File: src/rtl/hot_vector_serializer.sv
// hot_vector_serializer
// Captures a WIDTH-bit hot vector and emits the index of each set bit, one
// per output handshake, either lowest-first or highest-first. out_last_o
// marks the final set bit. A one-cycle empty_o pulse flags an all-zero vector.
module hot_vector_serializer #(
    parameter int unsigned WIDTH     = 13,
    parameter bit          MSB_FIRST = 1'b0,
    localparam int unsigned IDX_W    = $clog2(WIDTH)
) (
    input  logic             clk_i,
    input  logic             rst_n_i,
    input  logic             flush_i,
    input  logic [WIDTH-1:0] in_vector_i,
    input  logic             in_valid_i,
    output logic             in_ready_o,
    output logic [IDX_W-1:0] out_idx_o,
    output logic             out_valid_o,
    input  logic             out_ready_i,
    output logic             out_last_o,
    output logic             empty_o
);

    typedef enum logic {
        IDLE = 1'b0,
        BUSY = 1'b1
    } state_t;

    state_t             state, state_nxt;
    logic [WIDTH-1:0]   residual, res_nxt;
    logic [IDX_W-1:0]   idx_nxt;
    logic               last_nxt;
    logic               empty_nxt;

    // Next residual and state. The index and last flag are precomputed from
    // the next residual so that both outputs come straight from registers.
    always_comb begin
        state_nxt = state;
        res_nxt   = residual;
        empty_nxt = 1'b0;
        if (flush_i) begin
            state_nxt = IDLE;
            res_nxt   = '0;
        end else begin
            case (state)
                IDLE: begin
                    if (in_valid_i) begin
                        res_nxt   = in_vector_i;
                        empty_nxt = (in_vector_i == '0);
                        state_nxt = (in_vector_i == '0) ? IDLE : BUSY;
                    end
                end
                BUSY: begin
                    if (out_ready_i) begin
                        res_nxt[out_idx_o] = 1'b0;
                        state_nxt = out_last_o ? IDLE : BUSY;
                    end
                end
                default: begin
                    state_nxt = IDLE;
                    res_nxt   = '0;
                end
            endcase
        end
    end

    // Priority-select the next index: the later match wins, so the scan
    // direction is reversed relative to the emission order.
    always_comb begin
        idx_nxt = '0;
        for (int unsigned i = 0; i < WIDTH; i++) begin
            if (MSB_FIRST) begin
                if (res_nxt[i]) idx_nxt = IDX_W'(i);
            end else begin
                if (res_nxt[WIDTH-1-i]) idx_nxt = IDX_W'(WIDTH - 1 - i);
            end
        end
        last_nxt = (res_nxt != '0) && ((res_nxt & (res_nxt - WIDTH'(1))) == '0);
    end

    // State, residual vector and registered outputs.
    always_ff @(posedge clk_i or negedge rst_n_i) begin
        if (!rst_n_i) begin
            state      <= IDLE;
            residual   <= '0;
            out_idx_o  <= '0;
            out_last_o <= 1'b0;
            empty_o    <= 1'b0;
        end else begin
            state      <= state_nxt;
            residual   <= res_nxt;
            out_idx_o  <= idx_nxt;
            out_last_o <= last_nxt;
            empty_o    <= empty_nxt;
        end
    end

    assign in_ready_o  = (state == IDLE);
    assign out_valid_o = (state == BUSY);

endmodule

File: config.mk
export PLATFORM = sky130hd
export DESIGN_NAME = hot_vector_serializer
export DESIGN_NICKNAME = d
export VERILOG_FILES = /design/src/rtl/hot_vector_serializer.sv
export SDC_FILE = /design/constraint.sdc
export NUM_CORES = 1
export LEC_CHECK = 0
export ABC_CLOCK_PERIOD_IN_PS = 5050
export BUFFER_PORTS_ARGS = -buffer_cell sky130_fd_sc_hd__buf_2
export CAP_MARGIN = 30
export CORE_MARGIN = 8
export CORE_UTILIZATION = 31
export DETAILED_ROUTE_END_ITERATION = 12
export GPL_TIMING_DRIVEN = 0
export PLACE_DENSITY = 0.58
export REMOVE_ABC_BUFFERS = 1
export SLEW_MARGIN = 20
export SYNTH_ARGS = -nofsm -noshare
export SYNTH_HDL_FRONTEND = slang
export SYNTH_SLANG_ARGS = --single-unit
File: constraint.sdc
create_clock -name clk_i -period 5.05 [get_ports clk_i]
set_input_delay 1.01 -clock clk_i [delete_from_list [all_inputs] [get_ports clk_i]]
set_output_delay 1.01 -clock clk_i [all_outputs]
set_load 0.005 [all_outputs]
==> flow_metrics.tcl <==
set metrics [dict create \
    area_growth_pct 16.8 \
    cp-start-kind "input port" \
    drcViolationCount 0 \
    ys_seq_area_frac 0.418 \
    clock_sinks 20 \
    final.min_clock_period_ns 3.51 \
    setup_violations 0 \
    die-area_um2 6110 \
    synthMuxAreaShare 0.0836 \
    hold_buffers 0 \
    tns_ns 0 \
    ys_ff_latch 20 \
    max_clock_freq_mhz 285 \
    synth_edf_count 0 \
    clk_pin_slew_ns 0.07 \
    regArea_um2 500 \
    cts-root-buf "clkbuf_8" \
    grt.total_usage 0.104 \
    grt_max_degree 21 \
    critPathArrivalTime_ns 3.69 \
    rr_worst_depth 7 \
    drv_slew 0 \
    rows 22 \
    core_area_um2 3690 \
    wirelength_mm 3.17 \
    end_kind "register" \
    topRoutingLayerUsed "met4" \
    ctsResizeCount 0 \
    wl_met1_mm 1.40 \
    synth_compound_area_frac 0.160 \
    chipWidth_um 78.2 \
    powerDensity_nw_per_um2 310 \
    synth-xor-area-share 0 \
    crit_fanout 14 \
    dp_hpwl_mm 2.39 \
    min_path_type "reg -> reg" \
    cts_buffers 3 \
    clock_path_buffers 2 \
    ant_nets 0 \
    rsz0062_at_grt "false" \
    p_leak_nw 0.625 \
    min_path_cells 1 \
    clock_latency_ns 0.26 \
    multi_input_comb_area_um2 642 \
    required_ns 5.23 \
    cts.htree.levels 1 \
    antennaDiodeCount 0 \
    die_h_um 78.2 \
    power_uw 434 \
    ios 26 \
    grt_overflow 0 \
    yosysWarnings 0 \
    syn_area_um2 1200 \
    vias 1052 \
    gp_congestion 0.784 \
    viasPerCell 5.31 \
    io_buffers 25 \
    routedWlPerCell_um 16.0 \
    synth-simple-area-share 0.293 \
    drtIter0Drc 61 \
    slew_headroom 0.489 \
    worst_pin_slew_ns 0.766 \
    wl_met3_um 133 \
    post_cts_buffers 0 \
    synth_cell_types 41 \
    grt_pass1_wl_mm 5.21 \
    drive_gt1_frac 0.253 \
    antenna_found_initial 0 \
    synth_ff_type "dfrtp_1" \
    critPathKind "in -> reg" \
    nets 169 \
    grt_pass1_vias 1088 \
    wl_met2_mm 1.59 \
    peakVddDrop_mv 0.106 \
    syn_avg_cell_area_um2 9.58 \
    period_share 0.696 \
    hold_violations 0 \
    start_util 0.325 \
    cts_tree "done" \
    drv_cap 0 \
    dr.pass1.iters 4 \
    status "finished, final reports clean" \
    async_reset_ff_frac 1.00 \
    finClkSkew_ns 0.00829 \
    synthAdderAreaFrac 0 \
    synth_top_family_by_area "simple AND/OR/NAND/NOR gates" \
    num-fill-cells 383 \
    netlist_instances 125 \
]
critical path: stages:
cell	delay, ns
buf_2	0.11
and2b_1	0.63
mux2i_1	0.26
nor3_1	0.15
or3_4	0.45
or4_4	0.50
or4_1	0.41
a31oi_1	0.16
path summary, 6_finish.rpt:
path | start | endpoint | slack (ns)
min reg2reg | out_last_o$_DFF_PN0_ | out_valid_o$_DFF_PN0_ | 0.51
max reg2reg | out_valid_o$_DFF_PN0_ | out_last_o$_DFF_PN0_ | 1.79
max | in_valid_i | out_last_o$_DFF_PN0_ | 1.54
max in group asynchronous | rst_n_i | empty_o$_DFF_PN0_ | 4.05
min in group asynchronous | rst_n_i | out_idx_o[1]$_DFF_PN0_ | 0.68
min | out_last_o$_DFF_PN0_ | out_valid_o$_DFF_PN0_ | 0.51
power by group:
group	internal, mW	switching, mW
clock	0.0695	0.0569
combinational	0.0511	0.0642
sequential	0.177	0.0154
total	0.297	0.137
sequential cells by signal, indices dropped and copies added, names as in the netlist:
| signal | count |
|---|---|
| out_last_o | 1 |
| out_valid_o | 1 |
| empty_o | 1 |
| out_idx_o | 4 |
| residual | 13 |
layer usage:
layer  track usage  vias to the layer above
met5             0                        -
met4        0.0519                        0
met3        0.0205                        2
met2         0.169                       23
met1         0.127                      512
li1              -                      515
stage by stage:
stage               setup slack, ns  hold slack (ns)  utilization  std cells  area, µm²
floorplan                      1.69            0.463            -        120       1150
global placement               1.31            0.488        0.363        193       1340
detailed placement             1.25            0.504        0.363        193       1340
CTS                            1.51            0.515        0.378        197       1390
global route                   1.40            0.531        0.379        198       1400
finish                         1.54            0.506        0.379        198       1400
kinds of logic (layout without fill, tap and decap cells):
kind of cell,count (synthesis),after routing
AO/OA/AOI/OAI,23,23
buffers and inverters,8,33
flip-flops,20,20
multiplexers,10,10
AND/OR/NAND/NOR,64,64
area by class of cell:
| cell class | instances | share of cell area |
|---|---|---|
| clock buffers | 4 | 0.0394 |
| inverters | 3 | 0.00805 |
| multi-input cells | 97 | 0.459 |
| flip-flops and latches | 20 | 0.358 |
| well taps | 48 | 0.0429 |
| repair buffers | 26 | 0.0930 |
placed cells by master (no fill, tap or decap), types with 2 or more instances in the layout:
master | Yosys | final
buf_2 | 1 | 26
nand4b_1 | 2 | 2
mux2i_1 | 10 | 10
or2_2 | 2 | 2
clkbuf_8 | 0 | 4
nand2b_1 | 2 | 2
a211oi_1 | 3 | 3
nor4_1 | 2 | 2
inv_1 | 3 | 3
or3_1 | 2 | 2
o31ai_1 | 2 | 2
a21oi_1 | 4 | 4
nand2_1 | 3 | 3
a21o_1 | 2 | 2
or3b_1 | 2 | 2
nand4_1 | 3 | 3
nor3_1 | 14 | 14
nor2_1 | 23 | 23
a22oi_1 | 2 | 2
dfrtp_1 | 20 | 20
cell usage after synthesis (all sizes together), types with 2 or more instances:
| cell type | n | share of area |
|---|---|---|
| a211oi | 3 | 0.019 |
| a21o | 2 | 0.013 |
| a21oi | 5 | 0.024 |
| a22oi | 2 | 0.013 |
| buf | 3 | 0.030 |
| clkbuf | 2 | 0.0063 |
| dfrtp | 20 | 0.42 |
| inv | 3 | 0.0094 |
| mux2i | 10 | 0.084 |
| nand2 | 3 | 0.0094 |
| nand2b | 2 | 0.010 |
| nand4 | 3 | 0.016 |
| nand4b | 2 | 0.015 |
| nor2 | 23 | 0.072 |
| nor3 | 14 | 0.059 |
| nor4 | 2 | 0.010 |
| o221ai | 3 | 0.042 |
| o31ai | 2 | 0.013 |
| or2 | 3 | 0.016 |
| or3 | 3 | 0.020 |
| or3b | 3 | 0.024 |
| or4 | 2 | 0.016 |
Power figures use the tool's default switching activity.
